[config.mk]
export PLATFORM = sky130hd
export DESIGN_NAME = gelato_inst_buffer
export DESIGN_NICKNAME = d
export VERILOG_FILES = /design/src/rtl/gelato_pkg.sv /design/src/rtl/gelato_ibuffer_rr_arbiter.sv /design/src/rtl/gelato_inst_buffer.sv
export SDC_FILE = /design/constraint.sdc
export NUM_CORES = 2
export LEC_CHECK = 0
export ABC_AREA = 1
export CORE_MARGIN = 1
export CORE_UTILIZATION = 45
export DETAILED_ROUTE_END_ITERATION = 10
export DONT_BUFFER_PORTS = 1
export PLACE_DENSITY = 0.66
export SLEW_MARGIN = 10
export SYNTH_ARGS = -nofsm -noshare
export SYNTH_HDL_FRONTEND = slang
export SYNTH_SLANG_ARGS = --single-unit
[constraint.sdc]
create_clock -name clk -period 10.7 [get_ports clk]
set_clock_uncertainty 0.05 [all_clocks]
set_input_delay 1.605 -clock clk [delete_from_list [all_inputs] [get_ports clk]]
set_output_delay 1.605 -clock clk [all_outputs]
set_load 0.01 [all_outputs]
[src/rtl/gelato_pkg.sv]
// gelato_pkg: constants and types shared by fetch scheduler, decode and the instruction buffer
//   NUM_WARPS      warps per core
//   IBUF_DEPTH     instruction buffer entries per warp
//   INST_W         decoded instruction width
//   warp_id_t      warp index
//   decoded_inst_t decoded instruction word
package gelato_pkg;
    localparam int NUM_WARPS  = 8;
    localparam int IBUF_DEPTH = 4;
    localparam int INST_W     = 64;
    localparam int WID_W      = $clog2(NUM_WARPS);
    typedef logic [WID_W-1:0]  warp_id_t;
    typedef logic [INST_W-1:0] decoded_inst_t;
endpackage

[src/rtl/gelato_ibuffer_rr_arbiter.sv]
// gelato_ibuffer_rr_arbiter: combinational round-robin pick among requesters
//   req  in   N  request vector
//   ptr  in   W  index where the search starts (owned by the parent)
//   gnt  out  N  one-hot grant, zero when nothing requests
//   idx  out  W  encoded grant index
module gelato_ibuffer_rr_arbiter
    import gelato_pkg::*;
#(
    parameter int N = 8,
    localparam int W = $clog2(N)
) (
    input  logic [N-1:0] req,
    input  logic [W-1:0] ptr,
    output logic [N-1:0] gnt,
    output logic [W-1:0] idx
);
    logic [W-1:0] k;
    // Walk the ring backwards so the last hit is the first requester at or after ptr.
    always_comb begin
        gnt = '0;
        idx = '0;
        k = '0;
        for (int i = N - 1; i >= 0; i--) begin
            k = W'((int'(ptr) + i) % N);
            if (req[k]) begin
                gnt = '0;
                gnt[k] = 1'b1;
                idx = k;
            end
        end
    end
endmodule

[src/rtl/gelato_inst_buffer.sv]
// gelato_inst_buffer: per-warp credit-managed instruction FIFOs with round-robin issue
//   clk, rst              clock, synchronous active-high reset
//   rdy                   global enable; low freezes all state and hides out_valid
//   rsv_valid/rsv_warp    fetch reservation of one slot
//   ibuf_space            per-warp credit available
//   dec_valid/warp/inst   decoded instruction arrival
//   flush_valid/warp      discard buffered and in-flight instructions of one warp
//   issue_mask            per-warp issue eligibility
//   out_valid/warp/inst   instruction offered to issue
//   out_ready             issue accepts
module gelato_inst_buffer #(
    parameter int NUM_WARPS = gelato_pkg::NUM_WARPS,
    parameter int DEPTH     = gelato_pkg::IBUF_DEPTH,
    parameter int INST_W    = gelato_pkg::INST_W,
    localparam int WID_W    = $clog2(NUM_WARPS)
) (
    input  logic                 clk,
    input  logic                 rst,
    input  logic                 rdy,
    input  logic                 rsv_valid,
    input  logic [WID_W-1:0]     rsv_warp,
    output logic [NUM_WARPS-1:0] ibuf_space,
    input  logic                 dec_valid,
    input  logic [WID_W-1:0]     dec_warp,
    input  logic [INST_W-1:0]    dec_inst,
    input  logic                 flush_valid,
    input  logic [WID_W-1:0]     flush_warp,
    input  logic [NUM_WARPS-1:0] issue_mask,
    output logic                 out_valid,
    output logic [WID_W-1:0]     out_warp,
    output logic [INST_W-1:0]    out_inst,
    input  logic                 out_ready
);
    import gelato_pkg::*;

    localparam int CNT_W = $clog2(DEPTH + 1);
    localparam int PTR_W = $clog2(DEPTH);

    logic [CNT_W-1:0]     cnt    [NUM_WARPS];
    logic [CNT_W-1:0]     rsv    [NUM_WARPS];
    logic [CNT_W-1:0]     drop   [NUM_WARPS];
    logic [PTR_W-1:0]     rd_ptr [NUM_WARPS];
    logic [PTR_W-1:0]     wr_ptr [NUM_WARPS];
    logic [INST_W-1:0]    mem    [NUM_WARPS][DEPTH];
    logic [WID_W-1:0]     rr_ptr;
    logic [WID_W-1:0]     grant_idx;
    logic [NUM_WARPS-1:0] grant;
    logic [NUM_WARPS-1:0] req;
    logic [NUM_WARPS-1:0] rsv_hit;
    logic [NUM_WARPS-1:0] arr_hit;
    logic [NUM_WARPS-1:0] flush_hit;
    logic [NUM_WARPS-1:0] push;
    logic [NUM_WARPS-1:0] pop;
    logic                 hs;

    // Protocol violations (reserving without credit, arriving without a reservation) are masked here.
    always_comb begin
        ibuf_space = '0;
        req = '0;
        rsv_hit = '0;
        arr_hit = '0;
        flush_hit = '0;
        push = '0;
        pop = '0;
        for (int w = 0; w < NUM_WARPS; w++) begin
            ibuf_space[w] = ({1'b0, cnt[w]} + {1'b0, rsv[w]}) < (CNT_W + 1)'(DEPTH);
            flush_hit[w] = flush_valid && flush_warp == WID_W'(w);
            req[w] = cnt[w] != '0 && issue_mask[w] && !flush_hit[w];
            rsv_hit[w] = rsv_valid && rsv_warp == WID_W'(w) && ibuf_space[w];
            arr_hit[w] = dec_valid && dec_warp == WID_W'(w) && rsv[w] != '0;
            push[w] = arr_hit[w] && drop[w] == '0 && !flush_hit[w];
            pop[w] = hs && grant[w];
        end
    end

    gelato_ibuffer_rr_arbiter #(.N(NUM_WARPS)) u_arb (
        .req(req),
        .ptr(rr_ptr),
        .gnt(grant),
        .idx(grant_idx)
    );

    assign out_valid = rdy && |grant;
    assign out_warp  = grant_idx;
    assign out_inst  = mem[grant_idx][rd_ptr[grant_idx]];
    assign hs        = out_valid && out_ready;

    always_ff @(posedge clk) begin
        if (rst) begin
            rr_ptr <= '0;
            for (int w = 0; w < NUM_WARPS; w++) begin
                cnt[w] <= '0;
                rsv[w] <= '0;
                drop[w] <= '0;
                rd_ptr[w] <= '0;
                wr_ptr[w] <= '0;
            end
        end else if (rdy) begin
            if (hs)
                rr_ptr <= grant_idx == WID_W'(NUM_WARPS - 1) ? '0 : grant_idx + WID_W'(1);
            for (int w = 0; w < NUM_WARPS; w++) begin
                rsv[w] <= rsv[w] + CNT_W'(rsv_hit[w]) - CNT_W'(arr_hit[w]);
                if (flush_hit[w]) begin
                    // Every outstanding reservation now belongs to a stale fetch.
                    cnt[w] <= '0;
                    rd_ptr[w] <= wr_ptr[w];
                    drop[w] <= drop[w] + rsv[w] + CNT_W'(rsv_hit[w]) - CNT_W'(arr_hit[w]);
                end else begin
                    if (arr_hit[w] && drop[w] != '0)
                        drop[w] <= drop[w] - CNT_W'(1);
                    if (push[w])
                        wr_ptr[w] <= wr_ptr[w] + PTR_W'(1);
                    if (pop[w])
                        rd_ptr[w] <= rd_ptr[w] + PTR_W'(1);
                    cnt[w] <= cnt[w] + CNT_W'(push[w]) - CNT_W'(pop[w]);
                end
            end
        end
    end

    always_ff @(posedge clk) begin
        if (rdy && push[dec_warp])
            mem[dec_warp][wr_ptr[dec_warp]] <= dec_inst;
    end

    a_rsv_credit: assert property (@(posedge clk) disable iff (rst)
        rdy && rsv_valid |-> ibuf_space[rsv_warp]);
    a_arr_reserved: assert property (@(posedge clk) disable iff (rst)
        rdy && dec_valid |-> rsv[dec_warp] != '0);
endmodule

# --- Word-level counts from Yosys, hierarchy flattened ---
# Memory sizes are Yosys's and may differ from the RTL's.
# Index checks and enable logic that the tools add are counted.
word_totals:
  out_inout_bits: 76
  mem_bits_rw: 2152
  ff_bits: 3
  n_memories: 6
  input_bits: 88
  word_cells: 675
mem_list:
  columns: ["name", "depth", "width", "rd", "rd_ports_with_merged_regs", "write_ports", "line", "text"]
  rows:
  - ["mem", 8, 256, 1, 0, 1, "gelato_inst_buffer.sv:44", "logic [INST_W-1:0] mem [NUM_WARPS][DEPTH];"]
  - ["cnt", 8, 3, 8, 0, 8, "gelato_inst_buffer.sv:39", "logic [CNT_W-1:0] cnt [NUM_WARPS];"]
  - ["drop", 8, 3, 8, 0, 8, "gelato_inst_buffer.sv:41", "logic [CNT_W-1:0] drop [NUM_WARPS];"]
  - ["rsv", 8, 3, 8, 0, 8, "gelato_inst_buffer.sv:40", "logic [CNT_W-1:0] rsv [NUM_WARPS];"]
  - ["rd_ptr", 8, 2, 9, 0, 8, "gelato_inst_buffer.sv:42", "logic [PTR_W-1:0] rd_ptr [NUM_WARPS];"]
  - ["wr_ptr", 8, 2, 9, 0, 8, "gelato_inst_buffer.sv:43", "logic [PTR_W-1:0] wr_ptr [NUM_WARPS];"]
op_classes:
  n_addsub: 96
  n_mux: 311
  eq_ne: 22
  n_reduce_logical: 145
  order_cmp: 28
  bitwise: 66
op_table:
  columns: ["cell", "count"]
  rows:
  - ["2-to-1 mux 256 bit", 1]
  - ["2-to-1 mux 1 bit", 207]
  - ["2-to-1 mux 64 bit", 3]
  - ["2-to-1 mux 3 bit", 49]
  - ["binary-select mux 64 bit (select 2 bit)", 1]
  - ["demux 64 bit (select 2 bit)", 1]
  - ["logical AND 1 bit", 100]
  - ["adder 3 x 1 -> 3 bit", 24]
  - ["nonzero test 3 bit", 24]
  - ["subtractor 3 x 1 -> 3 bit", 24]
  - ["2-to-1 mux 8 bit", 8]
  - ["OR 1 bit", 64]
  - ["2-to-1 mux 2 bit", 24]
  - ["== test 3 bit, second input constant", 13]
  - ["< comparator 3 x 4 -> 1 bit, second input constant", 9]
  - ["logical NOT 3 bit", 11]
  - ["adder 2 x 1 -> 2 bit, second input constant", 16]
  - ["adder 3 x 3 -> 4 bit", 8]
  - ["< comparator 4 x 3 -> 1 bit, second input constant", 8]
  - ["binary-select mux 1 bit (select 3 bit)", 9]
  - ["adder 3 bit", 8]
  - ["demux 1 bit (select 3 bit)", 8]
  - [">= comparator 3 x 1 -> 1 bit, second input constant", 8]
  - ["subtractor 3 x 1 -> 3 bit, second input constant", 8]
  - ["other kinds (11)", 32]

# --- Depth between registers and ports, before layout ---
logic_depth:
  ltp_word: 24
  ltp_mapped: 33

# --- Modules after synthesis ---
# Synthesis repeated with hierarchy kept, for this count alone.
hier_totals:
  hier_cells: 7743
  area_unflattened_um2: 91416.4
modules_own_cells:
  columns: ["module", "cells_each", "instances", "area_each_um2"]
  rows:
  - ["gelato_inst_buffer", 7428, 1, 89751.1]
  - ["gelato_ibuffer_rr_arbiter", 315, 1, 1665.3]

# --- Least setup slack after synthesis ---
# No wires, ideal clock.
synth_path:
  path_kind: "input-to-reg"
  startpoint: "input dec_warp[0]"
  endpoint: "memory mem[0][100] (netlist bit) (enable)"
  setup_time_ns: 0.487
  path_stages: 12
  path_slack_ns: 4.085
  arrival_ns: 6.079
  path_cell_list: "inv_1 nor3_1 inv_1 nor3_1 inv_1 nor4_1 o22ai_1 nor3_1 o221ai_1 nor2_1 nand2_1 nor2_1"
synth_between:
  elab_chain_cells: 10
  elab_cells_between_ends: 52
synth_lines:
  columns: ["item", "line", "text"]
  rows:
  - ["from (decl)", "gelato_inst_buffer.sv:24", "input logic [WID_W-1:0] dec_warp,"]
  - ["branches (longest 10 deep; another with >= comparator 3 bit)", null, null]
  - ["to (decl)", "gelato_inst_buffer.sv:44", null]
# Parallel ways; which one is timed is not known. The select of a mux whose other input is x is not followed.

# --- Worst setup path after layout ---
layout_path:
  startpoint: "register rr_ptr[1]"
  endpoint: "output out_inst[32]"
layout_between:
  elab_chain_cells: 16
  elab_cells_between_ends: 37
layout_lines:
  columns: ["item", "line", "text"]
  rows:
  - ["from (decl)", "gelato_inst_buffer.sv:45", "logic [WID_W-1:0] rr_ptr;"]
  - ["from (signal assigned)", "gelato_inst_buffer.sv:100", "rr_ptr <= grant_idx == WID_W'(NUM_WARPS - 1) ? '0 : grant_idx + WID_W'(1);"]
  - ["adder 3 bit", "gelato_ibuffer_rr_arbiter.sv:24", "k = W'((int'(ptr) + i) % N);"]
  - ["binary-select mux 1 bit (select 3 bit)", "gelato_ibuffer_rr_arbiter.sv:25", "if (req[k]) begin"]
  - ["2-to-1 mux 1 bit (not written as such)", "gelato_ibuffer_rr_arbiter.sv:25", null]
  - ["2-to-1 mux 3 bit (7 in a row)", "gelato_ibuffer_rr_arbiter.sv:25", null]
  - ["2-to-1 mux 3 bit *", "gelato_ibuffer_rr_arbiter.sv:25", null]
  - ["memory read (8 x 2 bit)", null, null]
  - ["NOT 2 -> 3 bit (not written as such)", "gelato_inst_buffer.sv:85", "assign out_inst = mem[grant_idx][rd_ptr[grant_idx]];"]
  - ["binary-select mux 64 bit (select 2 bit) *", "gelato_inst_buffer.sv:85", null]
  - ["2-to-1 mux 64 bit (not written as such) * (2 in a row)", "gelato_inst_buffer.sv:85", null]
  - ["to (decl)", "gelato_inst_buffer.sv:31", "output logic [INST_W-1:0] out_inst,"]
# Mark *: on every way between the ends. The rest lies on a longest branch, timed or not. The select of a mux whose other input is x is not followed.

==> flow_summary.json <==
{
  "routedWlPerCell_um": 21.4,
  "fin_crit_sh": 0.897,
  "path_max_fanout": 209,
  "fmax_mhz": 104,
  "fin_tns_setup_ns": 0,
  "syn-num-nets": 9337,
  "synth_edf_count": 2152,
  "clock_path_buffers": 3,
  "vias": 63897,
  "drt-initial-drc-count": 6920,
  "initial_core_util": 0.453,
  "holdWs_ns": 0.522,
  "slew_violations": 0,
  "die_y_um": 462,
  "fill_cells": 18503,
  "drive_gt1_frac": 0.0538,
  "grt_pass1_vias": 60142,
  "port_buffers": 0,
  "crit_chain": "clkinv_1 -> ha_1 -> inv_1 -> nand3_1 -> nand2_1 -> nand2_1 -> nand2_2 -> a21oi_1 -> o21ai_1 -> nand2_1 -> nand2_1 -> nand2_8 -> buf_12 -> nand2_1 -> nand2_1 -> nand2_1 -> nand3_1 -> nand2_4 -> inv_4 -> buf_4 -> nand3_1 -> nand2_1",
  "viasPerCell": 5.34,
  "gr-total-overflow": 0,
  "dieArea_um2": 213000,
  "h-tree-depth": 4,
  "clkSinkCount": 2155,
  "synthCells": 9129,
  "most-common-layout-cells": "4941 x nand2_1, 2152 x edfxtp_1, 710 x nand3_1, 240 x inv_1, 215 x clkbuf_16",
  "end_kind": "output port",
  "dpl.hpwl_um": 133000,
  "nets": 9194,
  "grt_pass1_wl_um": 382000,
  "yosysUniqueCellTypes": 45,
  "cts_resized": 0,
  "root_buffer": "clkbuf_16",
  "dieWidth_um": 462,
  "cts_setup_buffers": 0,
  "start_kind": "flop",
  "grt_usage": 0.239,
  "syn_to_final_growth_pct": 9.27,
  "crit_required_ns": 9.05,
  "numCtsBuffers": 214,
  "postCtsHoldBufs": 0,
  "gp_congestion": 0.819,
  "period_needed_ns": 9.60,
  "worst_slew_pin_slew_ns": 1.19,
  "grt_max_degree": 226,
  "rsz0062_at_grt": "no",
  "async_flop_share": 0,
  "cp_slowest_cell": "ha_1",
  "antenna_found_initial": 1,
  "status": "completed",
  "criticalPathCategory": "reg2out",
  "clkTransAtPathRegs_ns": 0.07,
  "path_delay_family": "buffers and inverters",
  "critPathBufInv": 5,
  "first_pass_iters": 5,
  "core-area_um2": 210000,
  "cap_viol_max_count": 0,
  "max_stage_delay_ns": 0.91,
  "setup_viol": 0,
  "rows": 168,
  "ant_nets": 0,
  "crit_path_frequent_cell": "nand2_1",
  "synthFlopType": "edfxtp_1",
  "wl_um": 257000,
  "drc": 0,
  "ys_seq_area_frac": 0.680,
  "synth_area_um2": 95100,
  "finalHoldViolCount": 0,
  "crit_arrival_ns": 7.94,
  "yosysWarningCount": 0,
  "cts_tree": "yes",
  "post-route-util": 0.495,
  "final_common_cell": "nand2_1",
  "syn_avg_cell_area_um2": 10.4,
  "synth_seq_cells": 2155,
  "clk_latency_ns": 0.85,
  "holdCritPathClass": "reg2reg",
  "ios": 164,
  "slew_headroom": 0.209
}
[area by class of cell]
cell class,instances,area [µm²],share of cell area
Multi-Input combinational cell,6251,26800,0.258
Sequential cell,2155,64700,0.623
Timing Repair Buffer,105,1030,0.00988
Tap cell,2805,3510,0.0338
Clock inverter,127,1300,0.0125
Inverter,259,1000,0.00966
Antenna cell,5,12.5,0.000120
Clock buffer,261,5550,0.0535
[flip-flops by register name, indices dropped and copies added (netlist names)]
signal and cells:
cnt 24, drop 24, mem 2048, rd_ptr 16
rr_ptr 3, rsv 24, wr_ptr 16
[worst register-to-register path, delay by kind of cell, from the launching register on]
kind / cells / cell delay (ns)
flops: 1 / 0.75
fa+ha+maj: 4 / 1.73
buf+inv: 4 / 1.09
simple gates: 18 / 2.73
compound gates: 1 / 0.13
xor+xnor: 1 / 0.15
[final timing paths]
kind                            slack [ns]            to  depth (start not counted)        from
worst max-delay path                  1.10  out_inst[32]                         22   rr_ptr[1]
worst min-delay path                  0.52    drop[0][9]                          1  drop[0][9]
worst max register to register        3.94     cnt[1][5]                         28   rr_ptr[1]
worst min register to register        0.52    drop[0][9]                          1  drop[0][9]
[cell usage after synthesis (2+ instances only)]
cell type / instances / share of area
nand2_1: 4943 / 0.20
edfxtp_1: 2152 / 0.68
nand3_1: 710 / 0.037
buf_2: 265 / 0.014
inv_1: 240 / 0.0095
nor2_1: 152 / 0.0060
ha_1: 88 / 0.012
buf_6: 76 / 0.0090
a21oi_1: 72 / 0.0038
buf_4: 55 / 0.0043
clkbuf_1: 46 / 0.0018
xnor2_1: 40 / 0.0037
nor3_1: 39 / 0.0021
fa_1: 32 / 0.0067
o21ai_0: 29 / 0.0015
o22ai_1: 26 / 0.0017
xor2_1: 20 / 0.0018
buf_1: 18 / 0.00071
nand4_1: 16 / 0.0011
inv_2: 14 / 0.00055
nand2_2: 13 / 0.00086
a31oi_1: 8 / 0.00053
nand3_2: 8 / 0.00084
nor2_2: 8 / 0.00053
or3_1: 8 / 0.00053
nor4_1: 7 / 0.00046
or2_2: 7 / 0.00046
buf_8: 4 / 0.00063
a41oi_1: 3 / 0.00028
clkinv_1: 3 / 0.00012
dfxtp_1: 3 / 0.00063
nand3b_1: 3 / 0.00024
o21ai_1: 3 / 0.00016
a211oi_1: 2 / 0.00016
nand2_4: 2 / 0.00024
nor2_4: 2 / 0.00024
o21ai_2: 2 / 0.00018
o221ai_1: 2 / 0.00018
or2_1: 2 / 0.00013
[cells by family after synthesis]
group                      share of synthesized area
DFF                                            0.680
adders and majority gates                     0.0183
buffers and inverters                         0.0407
xor gates and xnor gates                     0.00553
and+or+nand+nor                                0.246
AOI/OAI and AO/OA                            0.00886
[routing by layer]
| layer | GRT usage | part of all wire | up-vias |
|---|---|---|---|
| met3 | 0.0432 | 0.086 | 384 |
| met5 | 0 | 0 | - |
| met4 | 0.0697 | 0.028 | 0 |
| met1 | 0.330 | 0.42 | 31053 |
| met2 | 0.385 | 0.47 | 2532 |
| li1 | - | - | 29928 |
[stage by stage]
stage	std cells	setup slack (ns)	instance area [µm²]
3_5_place_dp	11575	1.84	97000
4_1_cts	11963	0.905	104000
3_3_place_gp	11575	1.91	97000
5_1_grt	11964	0.482	104000
6_report	11968	1.10	104000
2_1_floorplan	9129	4.08	95100
Power is not shown: default switching activity piles up to over one toggle a cycle in this logic, so the estimate is an artifact.
